## src/rtl/xdn_pkg.sv

```systemverilog
// xdn_pkg: shared widths and responder state encoding
package xdn_pkg;
   localparam int XDN_ADDRESS_WIDTH = 4;
   localparam int XDN_DATA_WIDTH    = 8;
   typedef enum logic [1:0] {RUN, LOAD, DONE} ram_state_t;
endpackage

```

## src/rtl/ram_responder_if.sv

```systemverilog
// ram_responder_if: CPU bus, loader stream and status signals of the RAM responder (parity pins with RAM_PARITY_EN)
interface ram_responder_if #(
   parameter int ADDRESS_WIDTH = 4,
   parameter int DATA_WIDTH    = 8
);
   logic [ADDRESS_WIDTH-1:0] i_ADDRESS;
   logic [DATA_WIDTH-1:0]    i_BUS;
   logic                     i_READ_BUS;
   logic                     i_WRITE_BUS;
   logic [DATA_WIDTH-1:0]    o_BUS;
   logic                     o_BUS_EN;
   logic                     i_PROG_MODE;
   logic                     i_PROG_VALID;
   logic [DATA_WIDTH-1:0]    i_PROG_DATA;
   logic                     o_PROG_READY;
   logic                     o_PROG_DONE;
   logic                     o_BUSY;
`ifdef RAM_PARITY_EN
   logic                     i_PARITY_INJECT;
   logic                     o_PARITY_ERR;
`endif
   modport slave (
      input  i_ADDRESS, i_BUS, i_READ_BUS, i_WRITE_BUS, i_PROG_MODE, i_PROG_VALID, i_PROG_DATA,
      output o_BUS, o_BUS_EN, o_PROG_READY, o_PROG_DONE, o_BUSY
`ifdef RAM_PARITY_EN
      , input i_PARITY_INJECT, output o_PARITY_ERR
`endif
   );
   modport master (
      output i_ADDRESS, i_BUS, i_READ_BUS, i_WRITE_BUS, i_PROG_MODE, i_PROG_VALID, i_PROG_DATA,
      input  o_BUS, o_BUS_EN, o_PROG_READY, o_PROG_DONE, o_BUSY
`ifdef RAM_PARITY_EN
      , output i_PARITY_INJECT, input o_PARITY_ERR
`endif
   );
endinterface

```

## src/rtl/ram_array.sv

```systemverilog
// ram_array: unreset storage with one synchronous write port and one registered read port
module ram_array #(
   parameter int AW    = 4,
   parameter int WIDTH = 8
) (
   input  logic             clk_i,
   input  logic             we_i,
   input  logic [AW-1:0]    waddr_i,
   input  logic [WIDTH-1:0] wdata_i,
   input  logic             re_i,
   input  logic [AW-1:0]    raddr_i,
   output logic [WIDTH-1:0] rdata_o
);
   logic [WIDTH-1:0] mem_q [2**AW];
   logic [WIDTH-1:0] rdata_q;
   // write and read ports; read returns the old word on a same-address collision
   always_ff @(posedge clk_i) begin
      if (we_i) mem_q[waddr_i] <= wdata_i;
      if (re_i) rdata_q <= mem_q[raddr_i];
   end
   assign rdata_o = rdata_q;
endmodule

```

## src/rtl/ram_responder.sv

```systemverilog
// ram_responder: CPU bus memory responder with program loader; RAM_PARITY_EN adds per-word even parity
import xdn_pkg::*;
module ram_responder #(
   parameter int ADDRESS_WIDTH = XDN_ADDRESS_WIDTH,
   parameter int DATA_WIDTH    = XDN_DATA_WIDTH
) (
   input logic i_CLOCK,
   input logic i_CLEAR_N,
   ram_responder_if.slave bus
);
   localparam int DEPTH = 2**ADDRESS_WIDTH;
`ifdef RAM_PARITY_EN
   localparam int PW = 1;
`else
   localparam int PW = 0;
`endif
   localparam int WW = DATA_WIDTH + PW;
   ram_state_t               state_q, state_d;
   logic [ADDRESS_WIDTH-1:0] cnt_q, cnt_d, waddr;
   logic                     bus_en_q, bus_en_d;
   logic                     cpu_ok, accept, last, we;
   logic [DATA_WIDTH-1:0]    wdata;
   logic [WW-1:0]            wword, rword;
   // next state, loader counter and CPU/loader write-port arbitration
   always_comb begin
      state_d  = state_q;
      cnt_d    = cnt_q;
      accept   = (state_q == LOAD) && bus.i_PROG_VALID;
      last     = cnt_q == ADDRESS_WIDTH'(DEPTH - 1);
      cpu_ok   = (state_q == RUN) && !bus.i_PROG_MODE;
      if (!bus.i_PROG_MODE) begin
         state_d = RUN;
         cnt_d   = '0;
      end else if (state_q == RUN) begin
         state_d = LOAD;
      end else if (accept) begin
         state_d = last ? DONE : LOAD;
         cnt_d   = last ? cnt_q : cnt_q + 1'b1;
      end
      we       = accept || (cpu_ok && bus.i_READ_BUS);
      waddr    = accept ? cnt_q : bus.i_ADDRESS;
      wdata    = accept ? bus.i_PROG_DATA : bus.i_BUS;
      bus_en_d = cpu_ok && bus.i_WRITE_BUS && !bus.i_READ_BUS;
   end
`ifdef RAM_PARITY_EN
   logic parity_err_q;
   assign wword = {^wdata ^ bus.i_PARITY_INJECT, wdata};
   // sticky flag for any presented read word with odd total parity
   always_ff @(posedge i_CLOCK or negedge i_CLEAR_N)
      if (!i_CLEAR_N) parity_err_q <= 1'b0;
      else if (bus_en_q && ^rword) parity_err_q <= 1'b1;
   assign bus.o_PARITY_ERR = parity_err_q;
`else
   assign wword = wdata;
`endif
   // state, counter and read-valid registers
   always_ff @(posedge i_CLOCK or negedge i_CLEAR_N)
      if (!i_CLEAR_N) begin
         state_q  <= RUN;
         cnt_q    <= '0;
         bus_en_q <= 1'b0;
      end else begin
         state_q  <= state_d;
         cnt_q    <= cnt_d;
         bus_en_q <= bus_en_d;
      end
   ram_array #(.AW(ADDRESS_WIDTH), .WIDTH(WW)) u_array (
      .clk_i   (i_CLOCK),
      .we_i    (we),
      .waddr_i (waddr),
      .wdata_i (wword),
      .re_i    (bus_en_d),
      .raddr_i (bus.i_ADDRESS),
      .rdata_o (rword)
   );
   assign bus.o_BUS        = bus_en_q ? rword[DATA_WIDTH-1:0] : '0;
   assign bus.o_BUS_EN     = bus_en_q;
   assign bus.o_PROG_READY = state_q == LOAD;
   assign bus.o_PROG_DONE  = state_q == DONE;
   assign bus.o_BUSY       = state_q != RUN;
endmodule

```

## src/flat_wrapper.sv

```systemverilog
// flat-port wrapper written by rule: the top's interface ports become plain ports
module ram_responder_flat 
#(
   parameter int ADDRESS_WIDTH = XDN_ADDRESS_WIDTH,
   parameter int DATA_WIDTH    = XDN_DATA_WIDTH
)
  (i_CLOCK, i_CLEAR_N, bus_i_ADDRESS, bus_i_BUS, bus_i_READ_BUS, bus_i_WRITE_BUS, bus_i_PROG_MODE, bus_i_PROG_VALID, bus_i_PROG_DATA, bus_o_BUS, bus_o_BUS_EN, bus_o_PROG_READY, bus_o_PROG_DONE, bus_o_BUSY);
  ram_responder_if #(.ADDRESS_WIDTH(ADDRESS_WIDTH), .DATA_WIDTH(DATA_WIDTH)) bus_i ();
  input logic i_CLOCK;
  input logic i_CLEAR_N;
  input wire logic [$bits(bus_i.i_ADDRESS)-1:0] bus_i_ADDRESS;
  input wire logic [$bits(bus_i.i_BUS)-1:0] bus_i_BUS;
  input wire logic [$bits(bus_i.i_READ_BUS)-1:0] bus_i_READ_BUS;
  input wire logic [$bits(bus_i.i_WRITE_BUS)-1:0] bus_i_WRITE_BUS;
  input wire logic [$bits(bus_i.i_PROG_MODE)-1:0] bus_i_PROG_MODE;
  input wire logic [$bits(bus_i.i_PROG_VALID)-1:0] bus_i_PROG_VALID;
  input wire logic [$bits(bus_i.i_PROG_DATA)-1:0] bus_i_PROG_DATA;
  output wire logic [$bits(bus_i.o_BUS)-1:0] bus_o_BUS;
  output wire logic [$bits(bus_i.o_BUS_EN)-1:0] bus_o_BUS_EN;
  output wire logic [$bits(bus_i.o_PROG_READY)-1:0] bus_o_PROG_READY;
  output wire logic [$bits(bus_i.o_PROG_DONE)-1:0] bus_o_PROG_DONE;
  output wire logic [$bits(bus_i.o_BUSY)-1:0] bus_o_BUSY;
  assign bus_i.i_ADDRESS = bus_i_ADDRESS;
  assign bus_i.i_BUS = bus_i_BUS;
  assign bus_i.i_READ_BUS = bus_i_READ_BUS;
  assign bus_i.i_WRITE_BUS = bus_i_WRITE_BUS;
  assign bus_i.i_PROG_MODE = bus_i_PROG_MODE;
  assign bus_i.i_PROG_VALID = bus_i_PROG_VALID;
  assign bus_i.i_PROG_DATA = bus_i_PROG_DATA;
  assign bus_o_BUS = bus_i.o_BUS;
  assign bus_o_BUS_EN = bus_i.o_BUS_EN;
  assign bus_o_PROG_READY = bus_i.o_PROG_READY;
  assign bus_o_PROG_DONE = bus_i.o_PROG_DONE;
  assign bus_o_BUSY = bus_i.o_BUSY;
  ram_responder #(.ADDRESS_WIDTH(ADDRESS_WIDTH), .DATA_WIDTH(DATA_WIDTH)) u_core (.i_CLOCK(i_CLOCK), .i_CLEAR_N(i_CLEAR_N), .bus(bus_i));
endmodule
```

## config.mk

```make
export PLATFORM = sky130hd
export DESIGN_NAME = ram_responder_flat
export DESIGN_NICKNAME = d
export VERILOG_FILES = /design/src/rtl/xdn_pkg.sv /design/src/rtl/ram_responder_if.sv /design/src/rtl/ram_array.sv /design/src/rtl/ram_responder.sv /design/src/flat_wrapper.sv
export SDC_FILE = /design/constraint.sdc
export NUM_CORES = 1
export LEC_CHECK = 0
export ABC_AREA = 1
export CORE_MARGIN = 1
export CORE_UTILIZATION = 45
export DETAILED_ROUTE_END_ITERATION = 6
export SLEW_MARGIN = 10
export SYNTH_ARGS = -nofsm -noshare
export SYNTH_HDL_FRONTEND = slang
export SYNTH_SLANG_ARGS = --single-unit
```

## constraint.sdc

```tcl
create_clock -name i_CLOCK -period 2 [get_ports i_CLOCK]
set_clock_uncertainty 0.05 [all_clocks]
set_input_delay 0.4 -clock i_CLOCK [delete_from_list [all_inputs] [get_ports i_CLOCK]]
set_output_delay 0.4 -clock i_CLOCK [all_outputs]
set_load 0.1 [all_outputs]
```

After elaboration in Yosys (flattened, before gate mapping)
Memories as Yosys holds them, arrays and structs flattened. A register that Yosys moved wholly into a read port is not among the register bits.
Cells that the tools add are included.
- register bits: 7
- memory bits (writable): 128
- word-level logic and storage cells: 36
- memories: 1
- output and inout bits: 12
- bits of input ports: 26
- memory list (memory ; depth ; width ; rd ports ; clocked after memory_dff ; wr ports ; RTL line ; text):
    u_core.u_array.mem_q ; 16 ; 8 ; 1 ; 1 ; 1 ; ram_array.sv:14 ; logic [WIDTH-1:0] mem_q [2**AW];
- muxes and demuxes: 13
- equality and inequality tests: 7
- $add $sub $neg: 1
- reductions and logical operators: 11
- operators with widths (cell ; count):
    4-bit two-way mux ; 5
    8-bit two-way mux ; 2
    2-bit two-way mux ; 4
    1-bit logical AND ; 5
    4-bit by 1-bit adder with 4-bit output, second input constant ; 1
    4-bit equality test, second input constant ; 1
    2-bit != test, second input constant ; 2
    3-bit by 1-bit != test with 1-bit output, second input constant ; 1
    3-bit AND reduction ; 1
    2-bit by 1-bit equality test with 1-bit output, second input constant ; 1
    2-bit equality test, second input constant ; 1
    1-bit zero test ; 2
    2-bit zero test ; 1
    1-bit two-way mux ; 2
    2-bit by 1-bit != test with 1-bit output, second input constant ; 1
    2-bit nonzero test ; 1
    1-bit logical OR ; 1

Logic depth before layout (Yosys ltp)
- depth after elaboration: 6
- mapped depth: 9

Modules after synthesis
A second synthesis with hierarchy kept.
- cells, all modules: 652
- area, all modules: 6448.7 µm²
- by module, submodules not included (module ; times used ; area each (µm²) ; seq. area each (µm²) ; cells each):
    ram_array ; 1 ; 5846.9 ; 4083.9 ; 551
    ram_responder ; 1 ; 601.8 ; 175.2 ; 101

Worst setup path after synthesis
OpenSTA, ideal clock, no wires.
- kind: register to output
- from: reg u_core.bus_en_q, in the netlist u_core.bus.o_BUS_EN
- to: out bus_o_BUS[0]
- path buffers: 1
- data arrival time: 1855 ps
- slack: -305 ps
- stages on the path, launching flop included: 4
- cell sequence: dfrtp_1 -> clkbuf_1 -> nand2_1 -> inv_1
- cells in the longest elaborated chain, start to end: 1
- ends and longest elaborated chain (what ; RTL line ; text):
    start, declared ; ram_responder.sv:20 ; logic bus_en_q, bus_en_d;
    start signal, assigned ; ram_responder.sv:65 ; bus_en_q <= bus_en_d;
    8-bit two-way mux ; ram_responder.sv:76 ; assign bus.o_BUS = bus_en_q ? rword[DATA_WIDTH-1:0] : '0;
    end, declared ; flat_wrapper.sv:18 ; output wire logic [$bits(bus_i.o_BUS)-1:0] bus_o_BUS;
Every way passes these cells.

Worst setup path in the final report
- from: reg u_core.state_q[1]
- to: mem u_core.u_array.mem_q[0][0], enable pin
- cells in the longest elaborated chain, start to end: 6
- elaborated cells on any way between the ends: 9
- ends and longest elaborated chain (what ; RTL line ; text):
    start, declared ; ram_responder.sv:18 ; ram_state_t state_q, state_d;
    start signal, assigned ; ram_responder.sv:63 ; state_q <= state_d;
    2-bit zero test ; ram_responder.sv:30 ; cpu_ok = (state_q == RUN) && !bus.i_PROG_MODE;
    1-bit logical AND ; ram_responder.sv:30 ;
    1-bit logical AND ; ram_responder.sv:40 ; we = accept || (cpu_ok && bus.i_READ_BUS);
    1-bit logical OR ; ram_responder.sv:40 ;
    1-bit two-way mux ; ram_array.sv:18 ; if (we_i) mem_q[waddr_i] <= wdata_i;
    1-bit two-way mux (not written as such) ; ram_array.sv:18 ;
    end, declared ; ram_array.sv:14 ;
Parallel ways exist; a longest one is shown, timed or not.

==> impl_results.md <==
* Final period utilization at 91.7%
* Clk_lat worst skew at between 400 and 500 ps
* Min cycle time layout at between 1500 and 2000 ps
* Multi-input gate area at 1600 µm²
* # IOs at 38
* Antenna cells at 0
* CTS Buffer Depth at 2
* Sequential share of power at 45.6%
* Vias in the first global route at 4637
* Placed cell area at 7530 µm²
* CP max stage delay at between 400 and 500 ps
* Die Wd at 122 µm
* CTS tree: built
* Share of cells above drive strength 1 at 15.2%
* Crit Path Category: flop to flop
* # rows at between 40 and 50
* Internal power at 0.00575 W
* Critical Path End Type: flop
* Total track usage at 22.8%
* Slew HR at between 70% and 80%
* Unique masters post-synth at 20
* Endpoints failing hold at 0
* DRC marker count from the first detailed-route iteration at 401
* Worst Reg-to-Reg Cells at 7
* Finished Cell Area at roughly 8000 µm²
* # port buffers at 37
* Post-synth ARST share at 4.90%
* Flops & latches, synth at 143
* Slew Limit Fails at 0
* Layout filler cell count at 1177
* Hold slack final at around 220 ps
* Status: completed
* Startpoint Class: flop
* Initial antenna violation count at 0
* Post-placement cell count at 893
* DR WL/cell at between 15 and 20 µm
* Max Cap Viol at 0
* WL final at 15300 µm
* Layout Nets at 759
* Tightest Pin Transition at between 300 and 400 ps
* Critical path fanouts, max at 8
* Detailed placement HPWL at 10500 µm
* R2R setup slack at 170 ps
* TritonCTS Sinks at 143
* CTS buffer count at 17
* Core area at 13900 µm²
* Clk pin slew, worst setup/hold paths at ~60 ps
* Seq. cell area at 4260 µm²
* Root Buffer: clkbuf_16
* Initial Util at 46.3%
* Synth Instances at 659
* Synth warn at 0
* CP cell instances: inv_2, nand3_4, buf_12, o21ai_2, nand2_1, nor2_1, buf_4
* Hold buffer count at CTS at 0
* Netlist Area Pre-Place at 6450 µm²
* DR vias at 4650
* Synthesis-to-layout area growth at 26.6%
* FF-to-FF End: u_core.u_array.mem_q[0][0]
* Synthesized area per cell at approximately 9.8 µm²
* Syn_nets at 686
* CP max stage cell: dfrtp_1
* Clock power share at 44.5%
* Top FF cell, synth: edfxtp_1
* Maximum VDD drop at approximately 520 µV
* Unrepaired setup endpoints after global routing: false
* Grt ovf at 0
* First-pass GRT wire length at 24200 µm
* FMAX at between 0.5 and 0.6 GHz
* Critical Path AT at 1910 ps
* Gate power share at 9.9%
* DRT Pass-1 Iters at 5
* Worst hold path class: primary input to asynchronous set/reset pin
* Largest net degree at the start of global routing at 34
* H-tree level count at 4
* Sw power at 0.00168 W
* Die ar. at 14800 µm²
* Post-Layout Cell Count at 925
* Die Y at 122 µm
* Total Neg Setup Slack at 0 ps
* Post-synth EDFFs at 136
* Post-synthesis sequential area ratio at 66.0%
* Setup violations, final at 0
* Power per cell area at 911 nW/µm²
* RR Startpoint: u_core.state_q[1]
* Data required, critical path at 2080 ps
* Routed Antenna Nets at 0
* Leak at 3.52 nW
* Final Total Pwr at approximately 0.0074 W
* Avg Vias per Cell at 5.03
* # DRC at 0
* Final GP Congestion at 0.950
* PostCTS Resize Cnt at 0
* Sw Share at a little under a quarter
* Post-CTS Setup Bufs at 0
## registers in the layout (all words and copies together) (netlist names)
name and cells:
u_core.u_array.rdata_o 8, u_core.bus.o_BUS_EN 1, u_core.state_q 2, u_core.u_array.mem_q 128
u_core.cnt_q 4
## layer usage
| layer | vias up | global-route usage [%] | share of wire [%] |
|---|---|---|---|
| li1 | 2266 | - | - |
| met1 | 2174 | 28.5 | 42 |
| met2 | 173 | 38.1 | 50 |
| met3 | 37 | 5.62 | 6.0 |
| met4 | 0 | 8.80 | 2.6 |
| met5 | - | 0 | 0 |
## power groups by stage
stage	logic [W]	registers, W	clock network, W
floorplan	0.000369	0.00345	0
CTS	0.000737	0.00339	0.00338
global placement	0.000726	0.00345	0
finish	0.000737	0.00339	0.00331
global route	0.000796	0.00339	0.00350
detailed placement	0.000735	0.00345	0
## worst max-delay path by stage
stage,start,to,depth (start not counted)
3_3_place_gp,bus_i_PROG_VALID,u_core.u_array.mem_q[0][5],7
3_5_place_dp,bus_i_PROG_VALID,u_core.u_array.mem_q[5][0],9
2_1_floorplan,u_core.bus.o_BUS_EN,bus_o_BUS[0],3
6_report,u_core.state_q[1],u_core.u_array.mem_q[0][0],7
5_1_grt,u_core.state_q[1],u_core.u_array.mem_q[0][0],7
4_1_cts,u_core.state_q[1],u_core.u_array.mem_q[5][4],9
## cell type report
| cell class | count | area share (%) |
|---|---|---|
| clock buffer | 22 | 5.93 |
| clock inverter | 10 | 1.84 |
| inverter | 119 | 5.79 |
| multi-input combinational | 368 | 19.6 |
| sequential | 143 | 52.2 |
| tap | 180 | 2.76 |
| timing repair buffer | 83 | 11.9 |
## metrics by stage
stage	worst slack [ps]	util [%]
after CTS	162	58.6
final	166	58.6
after detailed placement	-258	54.0
after global placement	-234	54.0
after global routing	47.4	58.6
after floorplan	-46.1	-
## logic make-up (layout without fill, tap and decap cells)
group,after synthesis,after routing,synth area share [%]
buffers and inverters,148,234,9.16
DFF,143,143,66.0
and+or+nand+nor,354,354,23.2
adders and majority gates,1,1,0.194
AOI/OAI and AO/OA,13,13,1.38
## critical path: cells and delay by family (launching register included)
family                 cells  cell delay (ps)
AO/OA/AOI/OAI              1              170
buffers and inverters      3              480
flip-flops                 1              410
AND/OR/NAND/NOR            3              440
## cell usage after synthesis (2+ instances only)
library cell / count / area, µm²
nand4_1: 2 / 12.5
nand3_1: 106 / 531
nand3_2: 2 / 20.0
o21ai_2: 6 / 52.6
a21oi_1: 2 / 10.0
edfxtp_1: 136 / 4080
dfrtp_1: 7 / 175
clkinv_1: 2 / 7.51
nor2_1: 25 / 93.8
nand2_1: 216 / 811
buf_2: 22 / 110
inv_2: 2 / 7.51
nand2_2: 2 / 12.5
clkbuf_1: 6 / 22.5
o21ai_0: 4 / 20.0
inv_1: 115 / 432
## layout by cell type (no fill, tap or decap), drive strengths merged
cell,netlist,layout
clkinv,2,6
a21oi,2,2
nand4,2,2
nand3,109,109
nand2,218,218
o21ai,10,10
clkdlybuf4s50,0,24
clkbuf,6,22
inv,117,112
bufinv,0,3
buf,23,59
dfrtp,7,7
o22ai,1,1
ha,1,1
clkinvlp,0,8
nor2,25,25
edfxtp,136,136
No activity file was read; power rests on OpenSTA's default activity.
